**src/rtl/serial_subtractor.sv**
```systemverilog
// Bit-serial unsigned subtractor: one borrow slice reused over N cycles, LSB first,
// computing DIFF = A - B (mod 2^N) and BORROW = (A < B) behind valid/ready handshakes.
module serial_subtractor #(
  parameter int N = 4
) (
  input  logic         clk,
  input  logic         rst,
  input  logic         in_valid,
  output logic         in_ready,
  input  logic [N-1:0] A,
  input  logic [N-1:0] B,
  output logic         out_valid,
  input  logic         out_ready,
  output logic [N-1:0] DIFF,
  output logic         BORROW
);

  // One extra counter bit so the count never wraps when N is a power of two.
  localparam int CW = $clog2(N) + 1;
  localparam logic [CW-1:0] LAST = CW'(N - 1);

  typedef enum logic [1:0] {IDLE, CALC, DONE} state_t;

  // Handshakes: a transfer happens on a rising edge where valid and ready are
  // both high; valid, once raised, holds its payload until that edge.
  state_t        state;
  logic [N-1:0]  a_sr;
  logic [N-1:0]  b_sr;
  logic [N-1:0]  res_sr;
  logic [N-1:0]  res_next;
  logic [CW-1:0] cnt;
  logic          br;
  logic          d;
  logic          br_next;

  always_comb begin
    d       = a_sr[0] ^ b_sr[0] ^ br;
    br_next = (~a_sr[0] & b_sr[0]) | (~(a_sr[0] ^ b_sr[0]) & br);
  end

  generate
    if (N == 1) begin : g_one
      assign res_next = d;
    end else begin : g_wide
      assign res_next = {d, res_sr[N-1:1]};
    end
  endgenerate

  always_ff @(posedge clk or posedge rst) begin
    if (rst) begin
      state     <= IDLE;
      in_ready  <= 1'b1;
      out_valid <= 1'b0;
      DIFF      <= '0;
      BORROW    <= 1'b0;
      a_sr      <= '0;
      b_sr      <= '0;
      res_sr    <= '0;
      cnt       <= '0;
      br        <= 1'b0;
    end else begin
      case (state)
        IDLE: begin
          if (in_valid) begin
            a_sr     <= A;
            b_sr     <= B;
            br       <= 1'b0;
            cnt      <= '0;
            in_ready <= 1'b0;
            state    <= CALC;
          end
        end
        CALC: begin
          a_sr   <= a_sr >> 1;
          b_sr   <= b_sr >> 1;
          res_sr <= res_next;
          br     <= br_next;
          cnt    <= cnt + 1'b1;
          if (cnt == LAST) begin
            DIFF      <= res_next;
            BORROW    <= br_next;
            out_valid <= 1'b1;
            state     <= DONE;
          end
        end
        DONE: begin
          // Leaving DONE only reopens in_ready; operands are taken on a later edge.
          if (out_ready) begin
            out_valid <= 1'b0;
            in_ready  <= 1'b1;
            state     <= IDLE;
          end
        end
        default: begin
          state     <= IDLE;
          in_ready  <= 1'b1;
          out_valid <= 1'b0;
        end
      endcase
    end
  end

endmodule

```
**config.mk**
```make
export PLATFORM = sky130hd
export DESIGN_NAME = serial_subtractor
export DESIGN_NICKNAME = d
export VERILOG_FILES = /design/src/rtl/serial_subtractor.sv
export SDC_FILE = /design/constraint.sdc
export NUM_CORES = 1
export LEC_CHECK = 0
export ABC_AREA = 1
export BUFFER_PORTS_ARGS = -buffer_cell sky130_fd_sc_hd__clkbuf_2
export CORE_UTILIZATION = 57
export CTS_BUF_LIST = sky130_fd_sc_hd__clkbuf_16
export CTS_CLUSTER_DIAMETER = 200
export CTS_CLUSTER_SIZE = 25
export DETAILED_ROUTE_END_ITERATION = 8
export PLACE_DENSITY = 0.86
export SYNTH_ARGS = -nofsm -noshare
export SYNTH_HDL_FRONTEND = slang
export SYNTH_SLANG_ARGS = --single-unit
export TNS_END_PERCENT = 5
```
**constraint.sdc**
```tcl
create_clock -name clk -period 3 [get_ports clk]
set_input_delay 0.3 -clock clk [delete_from_list [all_inputs] [get_ports clk]]
set_output_delay 0.3 -clock clk [all_outputs]
set_load 0.1 [all_outputs]
```
=== Yosys cells after proc, flatten, opt, wreduce, memory -nomap -nowiden ===
Cells that the tools add are included.
Widths: inputs -> output; s select.

* Flip-flop bits (word level): 25

* Add/subtract/negate cells: 1
* Eq/ne operators: 6
* Reduce and logical (&&, ||, !) cells: 7
* Mux-type cells: 17
* Bitwise logic cells: 9

{| class="wikitable"
|+ Operators with widths
! operator !! number
|-
| $pmux 4 s2 || 2
|-
| $reduce_and 3->1 || 3
|-
| $mux 4 || 2
|-
| $mux 2 || 3
|-
| $ne 2x2->1 const B || 3
|-
| $pmux 1 s3 || 2
|-
| $pmux 2 s3 || 1
|-
| $pmux 3 s2 || 1
|-
| $mux 1 || 4
|-
| $not 1->1 || 4
|-
| $reduce_and 2->1 || 2
|-
| $add 3x1->3 const B || 1
|-
| $eq 3x2->1 const B || 1
|-
| $mux 3 || 1
|-
| $and 1x1->1 || 2
|-
| $eq 2x1->1 const B || 1
|-
| $eq 2x2->1 const B || 1
|-
| $logic_not 2->1 || 1
|-
| $pmux 1 s2 || 1
|-
| $reduce_bool 2->1 || 1
|-
| $xor 1x1->1 || 2
|-
| $or 1x1->1 || 1
|}

=== Logic depth before layout (Yosys ltp) ===
Gate-level depths: netlist of run 1.

* Depth in word-level cells: 5
* Depth in mapped cells: 7
* Gate-level depth less buffers: 7

=== Worst setup path after synthesis of run 1 ===
Ideal clock, no wire load.

* Path type: reg2reg
* Start point: register, netlist name out_valid
* End point: register out_valid
* Stages on the path, launching flop included: 3
* Data required time: 2.933 ns
* Data arrival time: 1.159 ns
* Buffers on the path: 0
* Setup slack: 1.774 ns
* Cells stage by stage: dfrtp_1 > o21ai_0 > inv_1

{| class="wikitable"
|+ RTL lines
! what !! RTL line !! RTL
|-
| end signal, assigned || 53 || <nowiki>out_valid <= 1'b0;</nowiki>
|-
| end signal, assigned || 82 || <nowiki>out_valid <= 1'b1;</nowiki>
|-
| end signal, assigned || 89 || <nowiki>out_valid <= 1'b0;</nowiki>
|-
| end, declared || 12 || <nowiki>output logic out_valid,</nowiki>
|}

=== Worst setup path in the final report of run 1 ===
* Start point: register in_ready
* End point: output port in_ready

{| class="wikitable"
|+ RTL lines
! what !! RTL line !! RTL
|-
| start, declared || 9 || <nowiki>output logic in_ready,</nowiki>
|-
| start signal, assigned || 52 || <nowiki>in_ready <= 1'b1;</nowiki>
|-
| start signal, assigned || 69 || <nowiki>in_ready <= 1'b0;</nowiki>
|-
| start signal, assigned || 90 || <nowiki>in_ready <= 1'b1;</nowiki>
|}

No word-level cell between the ends.

==> results by group, run 1 <==
Status
  • Status: complete, no violations

Die
  • Die width: between 40 and 50 um
  • Rows: 15
  • Die area: 2090 sq um
  • Effective utilization at floorplan: 61.7%
  • IO Pins: 19
  • Chip height: 45.7 um
  • CORE AREA: 1760 sq um

STA
  • Fmax achieved: 654 MHz
  • Slew Viols, Final: 0
  • Final Hold Viols: 0
  • Tcrit/Tclk final: 51.0%
  • Worst Skew: 0.00217 ns
  • TNS Setup: 0 ns
  • Slew @ Worst Pin: 0.884 ns
  • Final min period: roughly 1.5 ns
  • Final Worst Setup Slack: 1.47 ns
  • RSZ-0062 raised after global routing: false
  • Slew headroom: between 40% and 50%
  • # setup viols final: 0

Logic synthesis
  • Synth cell types: 18
  • Syn nets: about 140
  • Area contributors post-synth: dfrtp_1 53%, nand2_1 15%, inv_1 6.2%
  • Post-Syn Area: 1090 sq um
  • Yosys reg bits: 24
  • Avg Inst Size Synth: 8.64 sq um
  • Synth area leader: dfrtp_1
  • Syn Inst Count: 126
  • Sequential area share after synthesis: 55.3%
  • Synth top area share: 52.9%
  • YS warnings: 0

Setup path
  • Crit path cell chain: clkbuf_2
  • Worst r2r src: state[0]$_DFFE_PP0P_
  • Buf/Inv on CP: 1
  • Worst Path Required: 2.70 ns
  • Worst-path fanout max: 2
  • Setup crit start kind: register
  • WP data arrival: 1.23 ns
  • Worst setup path start: in_ready$_DFFE_PP1P_
  • Worst path slowest cell: dfstp_2
  • Crit-path leading delay family: flip-flops
  • CP Class: register to primary output
  • Crit path capture type: primary output
  • CP peak stage delay: 0.53 ns

Placed design
  • Post-Place Setup Slack: 1.62 ns
  • Routability cong.: 0.771
  • I/O Buffers: 18
  • Post-DP HPWL: 1.31 mm

Route
  • Vias per std cell: 4.84
  • WL/cell: between 10 and 15 um
  • Drt total wl: around 2.0 mm
  • Number of detailed-route iterations in the first pass: 4
  • Violation count after the first detailed-route iteration: 12
  • Routed Antenna Nets: 0
  • Residual DRC: 0
  • Vias: 822

Clocking
  • PostCTS Resize Cnt: 0
  • Setup repair bufs after CTS: 0
  • H-tree levels: 1
  • Clock Path Buffers: 2
  • CTS tree: yes
  • CTS clk-pin slew, worst paths: ~0.06 ns
  • Skew-Pair Late Insertion Delay: 0.25 ns
  • Hold bufs inserted after CTS: 0
  • Clock sink total: 24
  • Number of CTS-inserted buffers: 3
  • Root buf cell: clkbuf_16

Global route
  • Initial antenna violation count: 0
  • GR Overflow Total: 0
  • First-pass GRT wire length: just over 3 mm
  • Global Route Usage Sum: 21.5%
  • Largest net degree at the start of global routing: 25
  • Vias in the first global route: 753

Finish
  • Area of the multi-input gates: 384 sq um
  • # diodes: 0
  • Reg area: 602 sq um
  • Area growth syn-to-layout: 18.3%
  • Ratio of cells with drive above 1 in the final layout: 20.7%
  • Final nets: 161
  • # fillers: 143

Flow run
  • Number of max-cap violations: 0

Hold path
  • HP Class: input port to async pin
## state kept, by name, summed over array words and instances, names as in the netlist
register,flops
in_ready,1
out_valid,1
br,1
res_sr,3
BORROW,1
state,2
cnt,3
a_sr,4
b_sr,4
DIFF,4
## logic make-up after synthesis
family / synth area share (%)
and+or+nand+nor: 21.6
buffers and inverters: 9.42
adders and majority gates: 4.14
AOI/OAI and AO/OA: 9.54
DFF: 55.3
## per-stage QoR
step / hold WS (ns) / utilization [%] / cell area, sq um / cells
after floorplan: 0.314 / - / 1090 / 126
after global placement: 0.450 / 67.0 / 1180 / 166
after detailed placement: 0.452 / 67.0 / 1180 / 166
after CTS: 0.240 / 73.0 / 1290 / 170
after global routing: 0.284 / 73.0 / 1290 / 170
final: 0.210 / 73.0 / 1290 / 170
## routing by layer
layer / vias up / wire length (um) / global-route usage, %
met5: - / 0 / 0
met2: 24 / 958 / 34.9
met4: 0 / 27 / 11.8
li1: 423 / - / -
met1: 371 / 893 / 27.0
met3: 4 / 75 / 4.37
## worst paths after layout
check | endpoint | slack (ns) | cells after the start
worst max-delay path | in_ready | 1.47 | 1
worst min-delay path | b_sr[3]$_DFFE_PP0P_ | 0.21 | 2
worst max register to register | a_sr[3]$_DFFE_PP0P_ | 1.58 | 3
worst min register to register | in_ready$_DFFE_PP1P_ | 0.46 | 2
max in group asynchronous | br$_DFFE_PP0P_ | 2.25 | 2
min in group clk | b_sr[3]$_DFFE_PP0P_ | 0.30 | 3
## cell type report
type,count,area share [%]
flip-flops and latches,24,46.7
clock inverters,1,2.33
inverters,20,5.83
repair buffers,18,7.00
well taps,25,2.43
clock buffers,3,5.83
multi-input cells,79,29.8
## placed cells by master, fill, tap and decap left out, drive strengths merged
cell,synthesis,layout
clkbuf,0,21
nor2,10,10
fa,1,1
o22ai,2,2
inv,20,20
o21ai,15,15
bufinv,0,1
ha,2,2
nand3b,1,1
nand3,4,4
nand2,44,44
dfrtp,23,23
dfstp,1,1
## Yosys cell counts
cell and count:
dfrtp_1 23, nand3b_1 1, o22ai_2 2, nand2_2 1
nor2_1 9, dfstp_2 1, buf_6 2, nand2_1 43
buf_2 1, o21ai_1 7, o21ai_2 1, nand3_1 4
inv_2 2, nor2_2 1, inv_1 18, ha_1 2
o21ai_0 7, fa_1 1
Power of run 1 is left out: the tool's default activity adds up to more than one toggle a clock period on the data nets, which glitch-free logic cannot reach.
==> inputs of run 2 (changes only) <==
--- a/config.mk
+++ b/config.mk
@@ -7,12 +7,12 @@
 export LEC_CHECK = 0
 export ABC_AREA = 1
 export BUFFER_PORTS_ARGS = -buffer_cell sky130_fd_sc_hd__clkbuf_2
-export CORE_UTILIZATION = 57
+export CORE_UTILIZATION = 53
 export CTS_BUF_LIST = sky130_fd_sc_hd__clkbuf_16
 export CTS_CLUSTER_DIAMETER = 200
 export CTS_CLUSTER_SIZE = 25
 export DETAILED_ROUTE_END_ITERATION = 8
-export PLACE_DENSITY = 0.86
+export PLACE_DENSITY = 0.81
 export SYNTH_ARGS = -nofsm -noshare
 export SYNTH_HDL_FRONTEND = slang
 export SYNTH_SLANG_ARGS = --single-unit
==> constraint.sdc (replaced) <==
create_clock -name clk -period 1.5 [get_ports clk]
set_input_delay 0.15 -clock clk [delete_from_list [all_inputs] [get_ports clk]]
set_output_delay 0.15 -clock clk [all_outputs]
set_load 0.1 [all_outputs]
==> results by group, run 2 (synthesis results as in run 1) <==
Placed design
  • Routability cong.: 0.833 (+8.0%)
  • Post-DP HPWL: 1.46 mm (+11%)
  • I/O Buffers: 18 (unchanged)
  • DP Area: 1210 sq um (+2.3%)

Clocking
  • PostCTS Resize Cnt: 0 (unchanged)
  • Clock Path Buffers: 2 (unchanged)
  • Clock sink total: 24 (unchanged)
  • Skew-Pair Late Insertion Delay: 0.26 ns (about the same)
  • CTS tree: yes
  • Number of CTS-inserted buffers: 3 (unchanged)
  • CTS clk-pin slew, worst paths: 0.06 ns (about the same)
  • Root buf cell: clkbuf_16
  • Setup repair bufs after CTS: 0 (unchanged)
  • H-tree levels: 1 (unchanged)

Die
  • CORE AREA: 1940 sq um (+10%)
  • Effective utilization at floorplan: 56.1% (-5.6 points)
  • Chip height: 47.3 um (+3.5%)
  • IO Pins: 19 (unchanged)
  • Die width: 47.3 um (+3.5%)
  • Die area: 2240 sq um (+7.2%)
  • Rows: 16 (+1)

Route
  • WL/cell: 11.4 um (-0.44%)
  • Routed Antenna Nets: 0 (unchanged)
  • Number of detailed-route iterations in the first pass: 4 (unchanged)
  • Residual DRC: 0 (unchanged)
  • Violation count after the first detailed-route iteration: 23 (+11)
  • Vias per std cell: 4.95 (+2.5%)
  • Vias: 872 (+6.1%)
  • Drt total wl: 2.01 mm (+3.1%)

STA
  • # setup viols final: 0 (unchanged)
  • TNS Setup: 0 ns (unchanged)
  • Tcrit/Tclk final: 84.8%
  • Fmax achieved: 787 MHz
  • Slew @ Worst Pin: 0.538 ns (-0.346 ns)
  • Final Hold Viols: 0 (unchanged)
  • Final min period: between 1 and 1.5 ns
  • Worst Skew: 0.00839 ns (+0.00622 ns)
  • RSZ-0062 raised after global routing: false
  • Slew Viols, Final: 0 (unchanged)
  • Slew headroom: 64.3% (+23 points)

Finish
  • Area growth syn-to-layout: 19.3%
  • Final nets: 165 (+2.5%)
  • Ratio of cells with drive above 1 in the final layout: 21.5% (+0.79 points)
  • Commonest non-fill, non-tap cell in the layout: nand2_1
  • Biggest regs: DIFF (4), a_sr (4), b_sr (4)
  • # diodes: 0 (unchanged)
  • Finished Cell Area: 1300 sq um (+0.88%)
  • Final core utilization: 66.9% (-6.1 points)
  • Most frequent cells in the layout: 43 x nand2_1, 23 x dfrtp_1, 19 x inv_1

Global route
  • First-pass GRT wire length: 3.25 mm (+4.6%)
  • Global Route Usage Sum: 21.9% (+0.33 points)
  • Initial antenna violation count: 0 (unchanged)
  • Largest net degree at the start of global routing: 25 (unchanged)
  • GR Overflow Total: 0 (unchanged)
  • Vias in the first global route: 763 (+1.3%)

Setup path
  • Worst-path fanout max: 10 (+8)
  • CP Class: register to register
  • Setup crit start kind: register
  • Worst Path Required: 1.63 ns (-1.07 ns)
  • WP data arrival: 1.40 ns (+0.17 ns)
  • Crit path capture type: register

Hold path
  • HP Class: input port to register

Flow run
  • Number of max-cap violations: 0 (unchanged)

Status
  • Status: complete, no violations
==> run 2: changes by cell type in the layout (fill, tap and decap cells not counted), sizes merged <==
| cell | change |
|---|---|
| buf | +4 |
| inv | +1 |
| clkbuf | -1 |
| bufinv | -1 |
| dlygate4sd3 | +1 |
==> run 2: layer usage <==
metal / GRT usage [%] / wire (um) / up-vias
li1: - / - / 428
met1: 26.9 / 874 / 415
met2: 36.2 / 1030 / 23
met3: 3.46 / 58 / 6
met4: 12.6 / 46 / 0
met5: 0 / 0 / -
==> run 2: path summary, 6_finish.rpt <==
kind / from / end / slack [ns] / cells past startpoint
min in group asynchronous: rst / DIFF[0]$_DFFE_PP0P_ / 0.46 / 4
worst min register to register: b_sr[1]$_DFFE_PP0P_ / b_sr[1]$_DFFE_PP0P_ / 0.48 / 2
worst max-delay path: cnt[0]$_DFFE_PP0P_ / BORROW$_DFFE_PP0P_ / 0.23 / 6
worst max register to register: cnt[0]$_DFFE_PP0P_ / BORROW$_DFFE_PP0P_ / 0.23 / 6
max in group asynchronous: rst / in_ready$_DFFE_PP1P_ / 0.75 / 4
worst min-delay path: B[3] / b_sr[3]$_DFFE_PP0P_ / 0.13 / 3
==> run 2: critical path, cell delays in order, from the launching register on <==
cell and delay [ns]:
dfrtp_1 0.40, ha_1 0.21, ha_1 0.19, inv_1 0.06, nor2_2 0.05, inv_2 0.13, o21ai_0 0.09
==> run 2: area by class of cell <==
class                   count  area [sq um]
clock inverters             1          3.75
flip-flops and latches     24           602
clock buffers               3          75.1
repair buffers             22           125
well taps                  27          33.8
multi-input cells          79           384
inverters                  20          75.1
fillers                   171           643
==> run 2: metrics by stage <==
stage                     instances  hold WS [ns]  setup WS, ns
after floorplan                 126         0.164         0.274
after global placement          171         0.183         0.309
after detailed placement        171         0.194         0.240
after CTS                       176         0.133         0.228
after global routing            176         0.157        0.0930
final                           176         0.129         0.229
==> run 2: repair_timing <==
| action | 4_1_cts | 5_1_grt |
|---|---|---|
| hold endpoints to repair | 23 | 0 |
| hold buffers | 1 | 0 |
| setup endpoints to repair | 0 | 0 |
Power of run 2 is left out for the same reason.
